### src/rtl/hold_arbiter.sv
// Purpose: arbitrates VGA fetch (REQ[0]) and DMA (REQ[1]) for the CPU bus via HOLD/HLDA, round-robin on contention.
// Latency: all outputs registered; GNT rises TURN cycles after HLDA is seen, and HOLD drops TURN cycles after a grant ends.
// Backpressure: requesters hold REQ until granted; a grant ends on DONE, on REQ withdrawal, or after MAX_GRANT cycles (TIMEOUT).
module hold_arbiter #(
  parameter int MAX_GRANT = 64,
  parameter int TURN      = 2,
  parameter int MIN_CPU   = 4
) (
  input  logic       clk,
  input  logic       RESET,
  input  logic [1:0] REQ,
  input  logic [1:0] DONE,
  input  logic       HLDA,
  output logic       HOLD,
  output logic [1:0] GNT,
  output logic       CPU_BUS_EN,
  output logic       TIMEOUT
);

  typedef enum logic [2:0] {IDLE, WAIT_HLDA, TURN_ON, GRANTED, TURN_OFF, RELEASE} state_t;

  // Terminal values for the shared turnaround/grant counter and the CPU-ownership counter.
  localparam logic [7:0] TURN_LAST  = 8'(TURN - 1);
  localparam logic [7:0] GRANT_LAST = 8'(MAX_GRANT - 1);
  localparam logic [3:0] CPU_MIN    = 4'(MIN_CPU);

  state_t     state_q, state_d;
  logic [7:0] cnt_q, cnt_d;          // turnaround cycles in TURN_ON/TURN_OFF, grant cycles in GRANTED
  logic [3:0] cpu_cnt_q, cpu_cnt_d;  // IDLE cycles since the last hold period, saturating at MIN_CPU
  logic       last_q, last_d;        // index of the requester granted most recently
  logic       win_q, win_d;          // index of the requester owning the current grant
  logic       timeout_d;
  logic       arb_win;

  logic       hold_q, cpu_bus_en_q, timeout_q;
  logic [1:0] gnt_q;

  // Round-robin pick: a lone request wins outright; on contention the one not granted last wins.
  assign arb_win = (REQ == 2'b11) ? ~last_q : REQ[1];

  // Next-state logic and counter updates.
  always_comb begin
    state_d   = state_q;
    cnt_d     = cnt_q;
    cpu_cnt_d = cpu_cnt_q;
    last_d    = last_q;
    win_d     = win_q;
    timeout_d = 1'b0;
    case (state_q)
      IDLE: begin
        if (cpu_cnt_q < CPU_MIN) cpu_cnt_d = cpu_cnt_q + 4'd1;
        if ((REQ != 2'b00) && (cpu_cnt_q >= CPU_MIN)) state_d = WAIT_HLDA;
      end
      WAIT_HLDA: begin
        if (HLDA) begin
          state_d = TURN_ON;
          cnt_d   = 8'd0;
        end
      end
      TURN_ON: begin
        if (cnt_q == TURN_LAST) begin
          cnt_d = 8'd0;
          if (REQ == 2'b00) begin
            state_d = TURN_OFF;
          end else begin
            state_d = GRANTED;
            win_d   = arb_win;
            last_d  = arb_win;
          end
        end else begin
          cnt_d = cnt_q + 8'd1;
        end
      end
      GRANTED: begin
        // Only the winner's DONE/REQ matter; a normal release beats a coincident timeout.
        if (DONE[win_q] || !REQ[win_q]) begin
          state_d = TURN_OFF;
          cnt_d   = 8'd0;
        end else if (cnt_q == GRANT_LAST) begin
          state_d   = TURN_OFF;
          cnt_d     = 8'd0;
          timeout_d = 1'b1;
        end else begin
          cnt_d = cnt_q + 8'd1;
        end
      end
      TURN_OFF: begin
        if (cnt_q == TURN_LAST) begin
          state_d = RELEASE;
          cnt_d   = 8'd0;
        end else begin
          cnt_d = cnt_q + 8'd1;
        end
      end
      RELEASE: begin
        if (!HLDA) begin
          state_d   = IDLE;
          cpu_cnt_d = 4'd0;
        end
      end
      default: state_d = IDLE;
    endcase
  end

  // State, counters and registered outputs; outputs are decoded from the next state so they track it cycle-for-cycle.
  always_ff @(posedge clk or posedge RESET) begin
    if (RESET) begin
      state_q      <= IDLE;
      cnt_q        <= 8'd0;
      cpu_cnt_q    <= CPU_MIN;
      last_q       <= 1'b1;
      win_q        <= 1'b0;
      hold_q       <= 1'b0;
      gnt_q        <= 2'b00;
      cpu_bus_en_q <= 1'b1;
      timeout_q    <= 1'b0;
    end else begin
      state_q      <= state_d;
      cnt_q        <= cnt_d;
      cpu_cnt_q    <= cpu_cnt_d;
      last_q       <= last_d;
      win_q        <= win_d;
      hold_q       <= (state_d == WAIT_HLDA) || (state_d == TURN_ON) ||
                      (state_d == GRANTED) || (state_d == TURN_OFF);
      gnt_q        <= (state_d == GRANTED) ? (win_d ? 2'b10 : 2'b01) : 2'b00;
      cpu_bus_en_q <= (state_d == IDLE) || (state_d == WAIT_HLDA);
      timeout_q    <= timeout_d;
    end
  end

  assign HOLD       = hold_q;
  assign GNT        = gnt_q;
  assign CPU_BUS_EN = cpu_bus_en_q;
  assign TIMEOUT    = timeout_q;

endmodule

### config.mk
export PLATFORM = sky130hd
export DESIGN_NAME = hold_arbiter
export DESIGN_NICKNAME = d
export VERILOG_FILES = /design/src/rtl/hold_arbiter.sv
export SDC_FILE = /design/constraint.sdc
export NUM_CORES = 1
export LEC_CHECK = 0
export CORE_ASPECT_RATIO = 1.75
export CORE_MARGIN = 2
export CORE_UTILIZATION = 40
export CTS_CLUSTER_SIZE = 14
export DETAILED_ROUTE_END_ITERATION = 6
export PLACE_DENSITY_LB_ADDON = 0.1
export SLEW_MARGIN = 20
export SYNTH_ARGS = -nofsm -noshare
export SYNTH_HDL_FRONTEND = slang
export SYNTH_SLANG_ARGS = --single-unit
### constraint.sdc
create_clock -name clk -period 3.55 [get_ports clk]
set_input_delay 1.065 -clock clk [delete_from_list [all_inputs] [get_ports clk]]
set_output_delay 1.065 -clock clk [all_outputs]
set_load 0.05 [all_outputs]
==> Word level (Yosys, flattened, before mapping) <==
Index checks and enable logic that the tools add are counted.
{ "classes": {"add_sub_neg": 2, "order_cmp": 3, "n_eq_ne": 15, "muxes": 30, "bitwise_logic": 2, "reduce_logical": 17} }
{ "ops": {"columns": ["cell", "n"], "rows": [
  ["two-way mux 8 bit", 4],
  ["two-way mux 3 bit", 8],
  ["case mux 8 bit (3 select lines)", 1],
  ["case mux 3 bit (6 select lines)", 1],
  ["equality test 3 x 2 -> 1 bit, second input constant", 4],
  ["two-way mux 1 bit", 11],
  ["equality test 3 bit, second input constant", 3],
  ["adder 8 x 1 -> 8 bit, second input constant", 1],
  ["equality test 8 x 1 -> 1 bit, second input constant", 1],
  ["equality test 8 x 6 -> 1 bit, second input constant", 1],
  ["two-way mux 4 bit", 2],
  ["case mux 4 bit (2 select lines)", 1],
  ["equality test 3 x 1 -> 1 bit, second input constant", 2],
  ["zero test 3 bit", 2],
  ["!= test 2 bit, second input constant", 3],
  ["AND reduction 3 bit", 2],
  ["logical OR 1 bit", 5],
  ["adder 4 x 1 -> 4 bit, second input constant", 1],
  [">= comparator 4 x 3 -> 1 bit, second input constant", 1],
  ["less-than comparator 4 x 3 -> 1 bit, second input constant", 1],
  ["two-way mux 2 bit", 2],
  ["nonzero test 2 bit", 2],
  ["nonzero test 3 bit", 1],
  ["equality test 2 bit, second input constant", 1],
  ["other kinds (7)", 8]
]} }
{ "word_totals": {"reg_bits": 22, "input_bits": 7} }

==> Longest topological paths before layout <==
{ "depth": {"ltp_word": 10, "mapped_depth": 7, "mapped_depth_nobuf": 7} }

==> Worst setup path after synthesis <==
Ideal clock, no wire load.
{ "synth_path": {"kind": "in2reg", "from": "in DONE[0]", "to": "reg cnt_q[5]", "setup_time_ns": 0.064, "arrival_ns": 2.136, "path_slack_ns": 1.350, "path_stages": 5, "path_buffers": 0, "cell_sequence": "or3b_4 a21oi_4 a21oi_4 nor4_1 a21o_1"} }
{ "synth_via": {"elab_chain_len": 5} }
{ "synth_rtl": {"columns": ["element", "line_no", "source"], "rows": [
  ["start, declared", "12", "input logic [1:0] DONE,"],
  ["two-way mux 1 bit (implied by the code) (2 in series)", "76", "if (DONE[win_q] || !REQ[win_q]) begin"],
  ["logical OR 1 bit", "76", null],
  ["two-way mux 8 bit", "76", null],
  ["case mux 8 bit (3 select lines)", "49", "case (state_q)"],
  ["end signal, assigned", "119", "cnt_q <= cnt_d;"],
  ["end, declared", "28", "logic [7:0] cnt_q, cnt_d;"]
]} }
Every way passes these cells. The select of a mux whose other input is x is not followed.
A chain may end at the register's enable or synchronous reset.

==> Final worst setup path <==
{ "layout_path": {"from": "reg cpu_bus_en_q (netlist: CPU_BUS_EN)", "to": "out CPU_BUS_EN"} }
{ "layout_rtl": {"columns": ["element", "line_no", "source"], "rows": [
  ["start, declared", "35", "logic hold_q, cpu_bus_en_q, timeout_q;"],
  ["start signal, assigned", "126", "cpu_bus_en_q <= (state_d == IDLE) || (state_d == WAIT_HLDA);"],
  ["end, declared", "16", "output logic CPU_BUS_EN,"]
]} }
No word-level cell between the ends.

==> impl_metrics.env <==
export IMPL_status="finished clean"
export IMPL_setup_slack_ns=0.927
export IMPL_grt_pass1_wl_um=4220
export IMPL_power_density_nw_per_um2=694
export IMPL_startpoint_type="register"
export IMPL_switching_share_pct=39.6
export IMPL_postCtsSetupRepairBufs=0
export IMPL_endpoint_kind="output pin"
export IMPL_max_slew_margin_pct=45.0
export IMPL_synth_largest_area_cell="dfrtp_1"
export IMPL_max_freq_mhz=381
export IMPL_synth_area_leaders="dfrtp_1 39%, dfstp_2 6.5%, nand3_1 4.5%, ha_1 3.1%, nor2_1 3.1%"
export IMPL_routed_wl_um=2400
export IMPL_cts_root_buf="clkbuf_8"
export IMPL_synthArstFlopShare_pct=100
export IMPL_vias=968
export IMPL_remaining_drc_errors=0
export IMPL_switching_power_uw=387
export IMPL_criticalPathCategory="register to output pin"
export IMPL_intPower_uw=589
export IMPL_synth_edf_count=0
export IMPL_ys_seq_area_share_pct=45.4
export IMPL_gr_usage_all_layers_pct=15.8
export IMPL_core_area_um2=2930
export IMPL_clkTransAtPathRegs_ns=0.08
export IMPL_final_antenna_net_count=0
export IMPL_die_w_um=45.8
export IMPL_rsz0062_at_grt="false"
export IMPL_worstPathBufferInverterCount=1
export IMPL_power_clock_fraction_pct=18.2
export IMPL_synthDistinctLibCells=42
export IMPL_clk_latency_ns=0.26
export IMPL_crit_chain="clkdlybuf4s50_1"
export IMPL_viasPerCell=5.90
export IMPL_syn_avg_cell_area_um2=9.93
export IMPL_wl_per_cell_um=14.6
export IMPL_synth_top_area_share_pct=38.9
export IMPL_cts_buffers=3
export IMPL_clock_sinks=22
export IMPL_p_comb_share_pct=40.9
export IMPL_pre_cts_slack_ns=0.730
export IMPL_final_cell_area_um2=1410
export IMPL_multi_input_area_um2=629
export IMPL_cp_top_family="buffers and inverters"
export IMPL_drv_slew=0
export IMPL_dpl_hpwl_um=1850
export IMPL_hold_path_class="register to register"
export IMPL_hold_violations=0
export IMPL_power_uw=976
export IMPL_syn2layout_area_growth_pct=15.2
export IMPL_fin_crit_sh_pct=73.9
export IMPL_worst_ir_drop_vdd_uv=339
export IMPL_rows=26
export IMPL_worstMarginPinSlew_ns=0.824
export IMPL_firstDrtPassIters=4
export IMPL_grt_max_degree=23
export IMPL_antenna_diode_count=0
export IMPL_setup_viol=0
export IMPL_final_nets=147
export IMPL_met1Wirelength_um=952
export IMPL_pwr_share_seq_pct=40.9
export IMPL_io_pins=12
export IMPL_drt_iter0_drc=14
export IMPL_r2r_setup_slack_ns=1.67
export IMPL_cp_arrival_ns=1.56
export IMPL_clockBufferDepth=2
export IMPL_hold_buffers=0
export IMPL_path_depth=1
export IMPL_gp_congestion=0.784
export IMPL_wl_met3_um=28
export IMPL_holdPathStages=2
export IMPL_fill_cells=283
export IMPL_grt_pass1_vias=981
export IMPL_cts_tree="done"
export IMPL_synthCells=123
export IMPL_maxCapViolations=0
export IMPL_p_leak_nw=0.631
export IMPL_placed_cell_area_um2=1350
export IMPL_max_stage_delay_ns=0.78
export IMPL_grt_overflow_total=0
export IMPL_drive_above_1_share_pct=11.8
export IMPL_r2r_cells=7
export IMPL_antenna_found_initial=0
export IMPL_highest_layer="met4"
export IMPL_initial_core_util_pct=41.7
export IMPL_h_tree_depth=1
export IMPL_skew_ns=0.00208
export IMPL_synth_ff_type="dfrtp_1"
export IMPL_synth_area_um2=1220
export IMPL_regArea_um2=554
export IMPL_yosys_warnings=0
export IMPL_ys_ff_latch=22
export IMPL_die_h_um=77.1
export IMPL_crit_path_max_fanout=1
export IMPL_post_cts_resized=0
export IMPL_numPortBuffers=11
export IMPL_synth_nets=133
export IMPL_cp_required_ns=2.48
export IMPL_crit_slowest_cell="clkdlybuf4s50_1"
export IMPL_fp_dieArea_um2=3530
export IMPL_period_minus_slack_ns=2.62
export IMPL_fin_tns_setup_ns=0
export IMPL_dr_wl_met2_um=1370
[sequential cells by signal, summed over array words and instances (netlist names), 2 cells and up]
| signal | flops |
|---|---|
| cnt_q | 8 |
| GNT | 2 |
| state_q | 3 |
| cpu_cnt_q | 4 |
[cell usage after synthesis, drive strengths merged, types with 2 or more instances]
library cell	count
nor2	10
dfrtp	19
nand4	2
nor4	3
o21ai	9
dfstp	3
inv	6
nand2b	3
nor3b	2
nand3b	3
nand3	11
and2	2
nand2	8
ha	3
a21boi	2
o22ai	2
a21oi	9
xnor2	2
a21o	4
and3	3
[layout by cell type (no fill, tap or decap), types with 2 or more instances in the layout]
master | netlist | final
a21boi_0 | 2 | 2
a21o_1 | 4 | 4
a21oi_1 | 7 | 7
a21oi_4 | 2 | 2
and2_1 | 2 | 2
and3_1 | 2 | 2
clkbuf_8 | 0 | 4
clkdlybuf4s50_1 | 0 | 11
dfrtp_1 | 19 | 19
dfstp_2 | 3 | 3
ha_1 | 3 | 3
inv_1 | 6 | 6
nand2_1 | 8 | 8
nand2b_1 | 3 | 3
nand3_1 | 11 | 11
nand3b_1 | 3 | 3
nor2_1 | 10 | 10
nor3b_1 | 2 | 2
nor4_1 | 2 | 2
o21ai_0 | 7 | 7
o21ai_1 | 2 | 2
o22ai_1 | 2 | 2
xnor2_1 | 2 | 2
[through the flow]
stage               utilization (%)  std cells  hold WS [ns]
finish                         48.0        164         0.506
global route                   48.0        164         0.525
CTS                            48.0        164         0.508
detailed placement             46.2        160         0.497
global placement               46.2        160         0.484
floorplan                         -        123         0.464
[metal layers]
metal  vias to the layer above  GRT usage, %
li1                        475             -
met3                         6          2.12
met4                         0          7.43
met5                         -             0
met2                         8          27.2
met1                       479          18.1
[kinds of logic (layout without fill, tap and decap cells)]
logic type,Yosys count,after routing,share of synthesized area [%]
adder cells (fa/ha/maj),3,3,3.07
AO/OA/AOI/OAI,34,34,19.8
AND/OR/NAND/NOR,51,51,24.8
buffers and inverters,8,21,3.07
multiplexers,2,2,1.74
flip-flops,22,22,45.4
XOR/XNOR,3,3,2.15
[final timing paths]
kind                             from           end
max                        CPU_BUS_EN    CPU_BUS_EN
min                            last_q        last_q
max reg2reg                  cnt_q[1]      cnt_q[3]
min reg2reg                    last_q        last_q
max in group asynchronous       RESET    state_q[2]
min in group asynchronous       RESET  cpu_cnt_q[3]
[power by group through the flow]
stage | clock, mW | combinational, mW | sequential, mW
after floorplan | 0 | 0.281 | 0.423
after global placement | 0 | 0.398 | 0.403
after CTS | 0.184 | 0.402 | 0.399
after detailed placement | 0 | 0.401 | 0.404
after global routing | 0.198 | 0.448 | 0.409
final | 0.178 | 0.399 | 0.399
[final cells by class]
type / count / share of cell area (%)
multi-input combinational: 93 / 44.8
sequential: 22 / 39.4
timing repair buffer: 11 / 7.83
clock buffer: 4 / 3.91
tap: 28 / 2.49
inverter: 6 / 1.60
Power figures use the tool's default switching activity.
